### src/rtl/fifo_pkg.sv
// rtl/fifo_pkg.sv - shared types and defaults for the FIFO read-side stream adapter
package fifo_pkg;

  // Default data width; must agree with the SYNC_FIFO instance being drained.
  localparam int FIFO_DWIDTH = 8;

  typedef logic [FIFO_DWIDTH-1:0] word_t;

  // Output buffer occupancy, 0..2.
  typedef logic [1:0] occ_t;

endpackage

### src/rtl/skid_buf2.sv
// rtl/skid_buf2.sv - two-entry circular buffer with push, pop and clear
module skid_buf2 import fifo_pkg::*; #(
  parameter int DWIDTH = FIFO_DWIDTH
) (
  input  logic              clk,
  input  logic              rst,
  input  logic              clear,
  input  logic              push,
  input  logic [DWIDTH-1:0] push_data,
  input  logic              pop,
  output occ_t              occ,
  output logic [DWIDTH-1:0] head_data
);

  logic [DWIDTH-1:0] mem [2];
  logic              head;
  logic              tail;

  assign head_data = mem[head];

  // Pointer, occupancy and storage update; clear drops contents logically but keeps data bits.
  always_ff @(posedge clk) begin
    if (rst) begin
      head   <= 1'b0;
      tail   <= 1'b0;
      occ    <= '0;
      mem[0] <= '0;
      mem[1] <= '0;
    end else if (clear) begin
      head <= 1'b0;
      tail <= 1'b0;
      occ  <= '0;
    end else begin
      if (push) begin
        mem[tail] <= push_data;
        tail      <= ~tail;
      end
      if (pop) begin
        head <= ~head;
      end
      occ <= occ + occ_t'(push) - occ_t'(pop);
    end
  end

endmodule

### src/rtl/fifo_stream_adapter.sv
// rtl/fifo_stream_adapter.sv - drains a registered-read FIFO into a valid/ready stream
module fifo_stream_adapter import fifo_pkg::*; #(
  parameter int DWIDTH    = FIFO_DWIDTH,
  parameter int CNT_WIDTH = 16
) (
  input  logic                 clk,
  input  logic                 rst,
  input  logic                 fifo_empty,
  output logic                 fifo_rd_en,
  input  logic [DWIDTH-1:0]    fifo_rd_data,
  input  logic                 flush,
  output logic                 m_valid,
  input  logic                 m_ready,
  output logic [DWIDTH-1:0]    m_data,
  output logic                 busy,
  output logic [CNT_WIDTH-1:0] deliv_cnt
);

  occ_t       occ;
  logic       inflight;
  logic       drop;
  logic       pop;
  logic       capture;
  logic [2:0] outstanding;

  assign pop     = m_valid && m_ready;
  assign capture = inflight && !drop;
  assign m_valid = (occ != 2'd0);
  assign busy    = m_valid || inflight;

  // Words held or arriving after this cycle; pop implies occ >= 1 so this never underflows.
  assign outstanding = {1'b0, occ} + {2'b0, inflight} - {2'b0, pop};

  // Issue a read only when the buffer is guaranteed to have room when the word lands.
  assign fifo_rd_en = !rst && !flush && !fifo_empty && (outstanding < 3'd2);

  skid_buf2 #(.DWIDTH(DWIDTH)) u_buf (
    .clk       (clk),
    .rst       (rst),
    .clear     (flush),
    .push      (capture),
    .push_data (fifo_rd_data),
    .pop       (pop),
    .occ       (occ),
    .head_data (m_data)
  );

  // Track the read in flight, mark it for discard across a flush, and count delivered words.
  always_ff @(posedge clk) begin
    if (rst) begin
      inflight  <= 1'b0;
      drop      <= 1'b0;
      deliv_cnt <= '0;
    end else begin
      inflight <= fifo_rd_en;
      drop     <= flush && inflight;
      if (pop && !flush) begin
        deliv_cnt <= deliv_cnt + 1'b1;
      end
    end
  end

endmodule
### config.mk
export PLATFORM = sky130hd
export DESIGN_NAME = fifo_stream_adapter
export DESIGN_NICKNAME = d
export VERILOG_FILES = /design/src/rtl/fifo_pkg.sv /design/src/rtl/skid_buf2.sv /design/src/rtl/fifo_stream_adapter.sv
export SDC_FILE = /design/constraint.sdc
export NUM_CORES = 1
export LEC_CHECK = 0
export CAP_MARGIN = 25
export CORE_ASPECT_RATIO = 1.2
export CORE_MARGIN = 2
export CORE_UTILIZATION = 53
export DETAILED_ROUTE_END_ITERATION = 6
export GPL_ROUTABILITY_DRIVEN = 0
export GPL_TIMING_DRIVEN = 0
export PLACE_DENSITY = 0.92
export REMOVE_ABC_BUFFERS = 1
export SLEW_MARGIN = 30
export SYNTH_ARGS = -nofsm -noshare
export SYNTH_HDL_FRONTEND = slang
export SYNTH_SLANG_ARGS = --single-unit
### constraint.sdc
create_clock -name clk -period 5.8 [get_ports clk]
set_clock_uncertainty 0.05 [all_clocks]
set_input_delay 1.16 -clock clk [delete_from_list [all_inputs] [get_ports clk]]
set_output_delay 1.16 -clock clk [all_outputs]
set_load 0.1 [all_outputs]
==> results_dict.tcl <==
set metrics [dict create \
    swShare_pct 22.4 \
    worstPathRequired_ps 4590 \
    fin_cells 244 \
    num_vias 1304 \
    drv_cap 0 \
    clock-sinks 39 \
    gr-total-overflow 0 \
    clk_pin_slew_ps 70 \
    p_seq_share_pct 47.0 \
    synth_area_sq_mm 0.00178 \
    cp.arrival_ps 4120 \
    fillers 246 \
    viasPerCell 5.34 \
    post-dp-hpwl_mm 2.29 \
    final_area_sq_mm 0.00233 \
    synthCells 166 \
    first_global_vias 1149 \
    grt_max_degree 25 \
    cts_buffer_depth 2 \
    combPwrFrac_pct 11.1 \
    antenna_found_initial 0 \
    maxSlewViolCount 0 \
    drt_iter0_drc 40 \
    worstSetupEndpointType "primary output" \
    hold_viol 0 \
    tns_ps 0 \
    setup_violations 0 \
    r2r_slack_ps 3240 \
    initial_core_util_pct 54.3 \
    crit_path_end "fifo_rd_en" \
    slew-limit-headroom_pct 34.4 \
    dieArea_sq_mm 0.00384 \
    fin_util_pct 71.1 \
    hp-class "reg2reg" \
    synth_seq_cells 39 \
    fin_crit_sh_pct 91.9 \
    outcome "finished, final reports clean" \
    critPathLaunchType "input pin" \
    clkPwrFrac_pct 42.0 \
    synth.avg_cell_area_sq_um 10.7 \
    synth_warnings 0 \
    cts_setup_buffers 0 \
    regArea_sq_um 941 \
    crit_path_start "m_ready" \
    nNetsFinal 224 \
    synth.distinct_cells 31 \
    root_buffer "clkbuf_8" \
    ff2ff_path_depth 8 \
    drive_above_1_share_pct 9.18 \
    worstMarginPinSlew_ps 981 \
    ir_worst_vdd_uv 273 \
    fmax_mhz 188 \
    hold_depth 2 \
    intPower_w 0.000484 \
    final_cell_mix "38 x clkdlybuf4s50_1, 23 x dfxtp_1, 18 x and2_1" \
    detail-route-antenna-nets 0 \
    ys_seq_area_share_pct 52.8 \
    dp_cells 236 \
    placed_cell_area_sq_mm 0.00220 \
    wl_mm 3.23 \
    port_buffers 39 \
    antennaDiodeCount 0 \
    ios 40 \
    first_pass_iters 4 \
    clk_latency_ps 280 \
    grt_pass1_wl_mm 5.24 \
    timing.rr.end "inflight$_SDFF_PP0_" \
    cts_buffers 5 \
    htreeDepth 2 \
    wl_per_cell_microns 13.2 \
    cts_tree "yes" \
    die-width_microns 56.9 \
    multi_input_area_sq_um 792 \
    power.switching_w 0.000140 \
    die_h_microns 67.5 \
    r2r_start "u_buf.occ[1]$_SDFF_PP0_" \
    core_sq_mm 0.00328 \
    criticalPathCategory "in2out" \
    track_usage_pct 17.8 \
    area_growth_pct 30.8 \
    ctsResizeCount 0 \
    power_leakage_nw 0.875 \
    final_common_cell "clkdlybuf4s50_1" \
    fin_crit_ps 5330 \
    rsz0062_at_grt "false" \
    drc 0 \
    critPathMaxFanout 14 \
    rows 23 \
    cts_hold_buf 0 \
    power.density_mw_per_mm2 268 \
]
metrics by stage:
step	hold slack, ps	worst slack [ps]	power [W]
floorplan	377	1210	0.000345
global placement	396	109	0.000368
detailed placement	392	40.5	0.000369
CTS	408	40.6	0.000631
global route	434	294	0.000644
finish	407	472	0.000624
power by group through the flow:
stage / clock (W) / combinational, W / sequential, W
global placement: 0 / 0.0000687 / 0.000299
finish: 0.000262 / 0.0000690 / 0.000293
global route: 0.000278 / 0.0000729 / 0.000294
CTS: 0.000268 / 0.0000698 / 0.000293
detailed placement: 0 / 0.0000694 / 0.000299
floorplan: 0 / 0.0000453 / 0.000300
cells by family (layout without fill, tap and decap cells):
group	after synthesis	in the layout	synth area share [%]
compound gates	13	13	3.93
flops	39	39	52.8
fa+ha+maj	5	5	3.93
buf+inv	13	54	2.74
simple gates	74	74	24.6
mux	8	8	5.06
xor+xnor	14	14	6.88
worst max-delay path, stage by stage:
cell	delay (ps)
clkdlybuf4s50_1	400
o21ai_1	500
inv_1	110
ha_1	300
inv_1	80
nand2_1	70
fa_1	380
xnor2_1	170
and4b_1	200
dlymetal6s2s_1	740
worst min-delay path by stage:
stage / start / end / slack [ps]
after floorplan: inflight$_SDFF_PP0_ / drop$_SDFF_PP0_ / 380
after global placement: inflight$_SDFF_PP0_ / drop$_SDFF_PP0_ / 400
after detailed placement: inflight$_SDFF_PP0_ / drop$_SDFF_PP0_ / 390
after CTS: inflight$_SDFF_PP0_ / drop$_SDFF_PP0_ / 410
after global routing: inflight$_SDFF_PP0_ / drop$_SDFF_PP0_ / 430
final: inflight$_SDFF_PP0_ / drop$_SDFF_PP0_ / 410
metal layers:
layer	routed length [microns]	up-vias	global-route usage [%]
li1	-	655	-
met1	1440	600	23.0
met2	1580	44	28.6
met3	178	5	4.60
met4	35	0	7.27
met5	0	-	0
area by class of cell:
| class | instances | area share [%] |
|---|---|---|
| Timing Repair Buffer | 39 | 16.9 |
| Inverter | 7 | 1.13 |
| Clock buffer | 6 | 3.11 |
| Clock inverter | 2 | 2.58 |
| Multi-Input combinational cell | 114 | 34.0 |
| Tap cell | 37 | 1.99 |
| Sequential cell | 39 | 40.4 |
state kept, by name (all words and copies together) (netlist names), named ones only:
register / cells
u_buf.occ: 2
u_buf.tail: 1
deliv_cnt: 16
inflight: 1
u_buf.head: 1
u_buf.mem: 16
drop: 1
synthesized netlist by cell type:
cell      number  share of area [%]
o31ai_1        2               0.84
edfxtp_1      16                 27
nand4_1        2               0.70
nor3_1         5                1.4
or3_1          5                1.8
and4_1         1               0.49
or4_1          2               0.84
nand3_1        3               0.84
fa_1           1                1.1
clkbuf_1       6                1.3
ha_1           4                2.8
o21ai_0        4                1.1
or2_2          2               0.70
and2_1        18                6.3
nand2_1        9                1.9
o21ai_1        1               0.28
and4b_1        2                1.1
and3_1         1               0.35
nand4b_4       1                1.3
a21oi_1        6                1.7
nor2b_1        1               0.35
mux2_2         8                5.1
nor2_1        14                2.9
inv_1          7                1.5
or3_4          1               0.63
nor4b_1        3                1.5
nor3b_1        1               0.42
dfxtp_1       23                 26
xor2_1         1               0.49
nor4_1         3                1.1
xnor2_1       13                6.4
(Power assumes the default switching activity.)
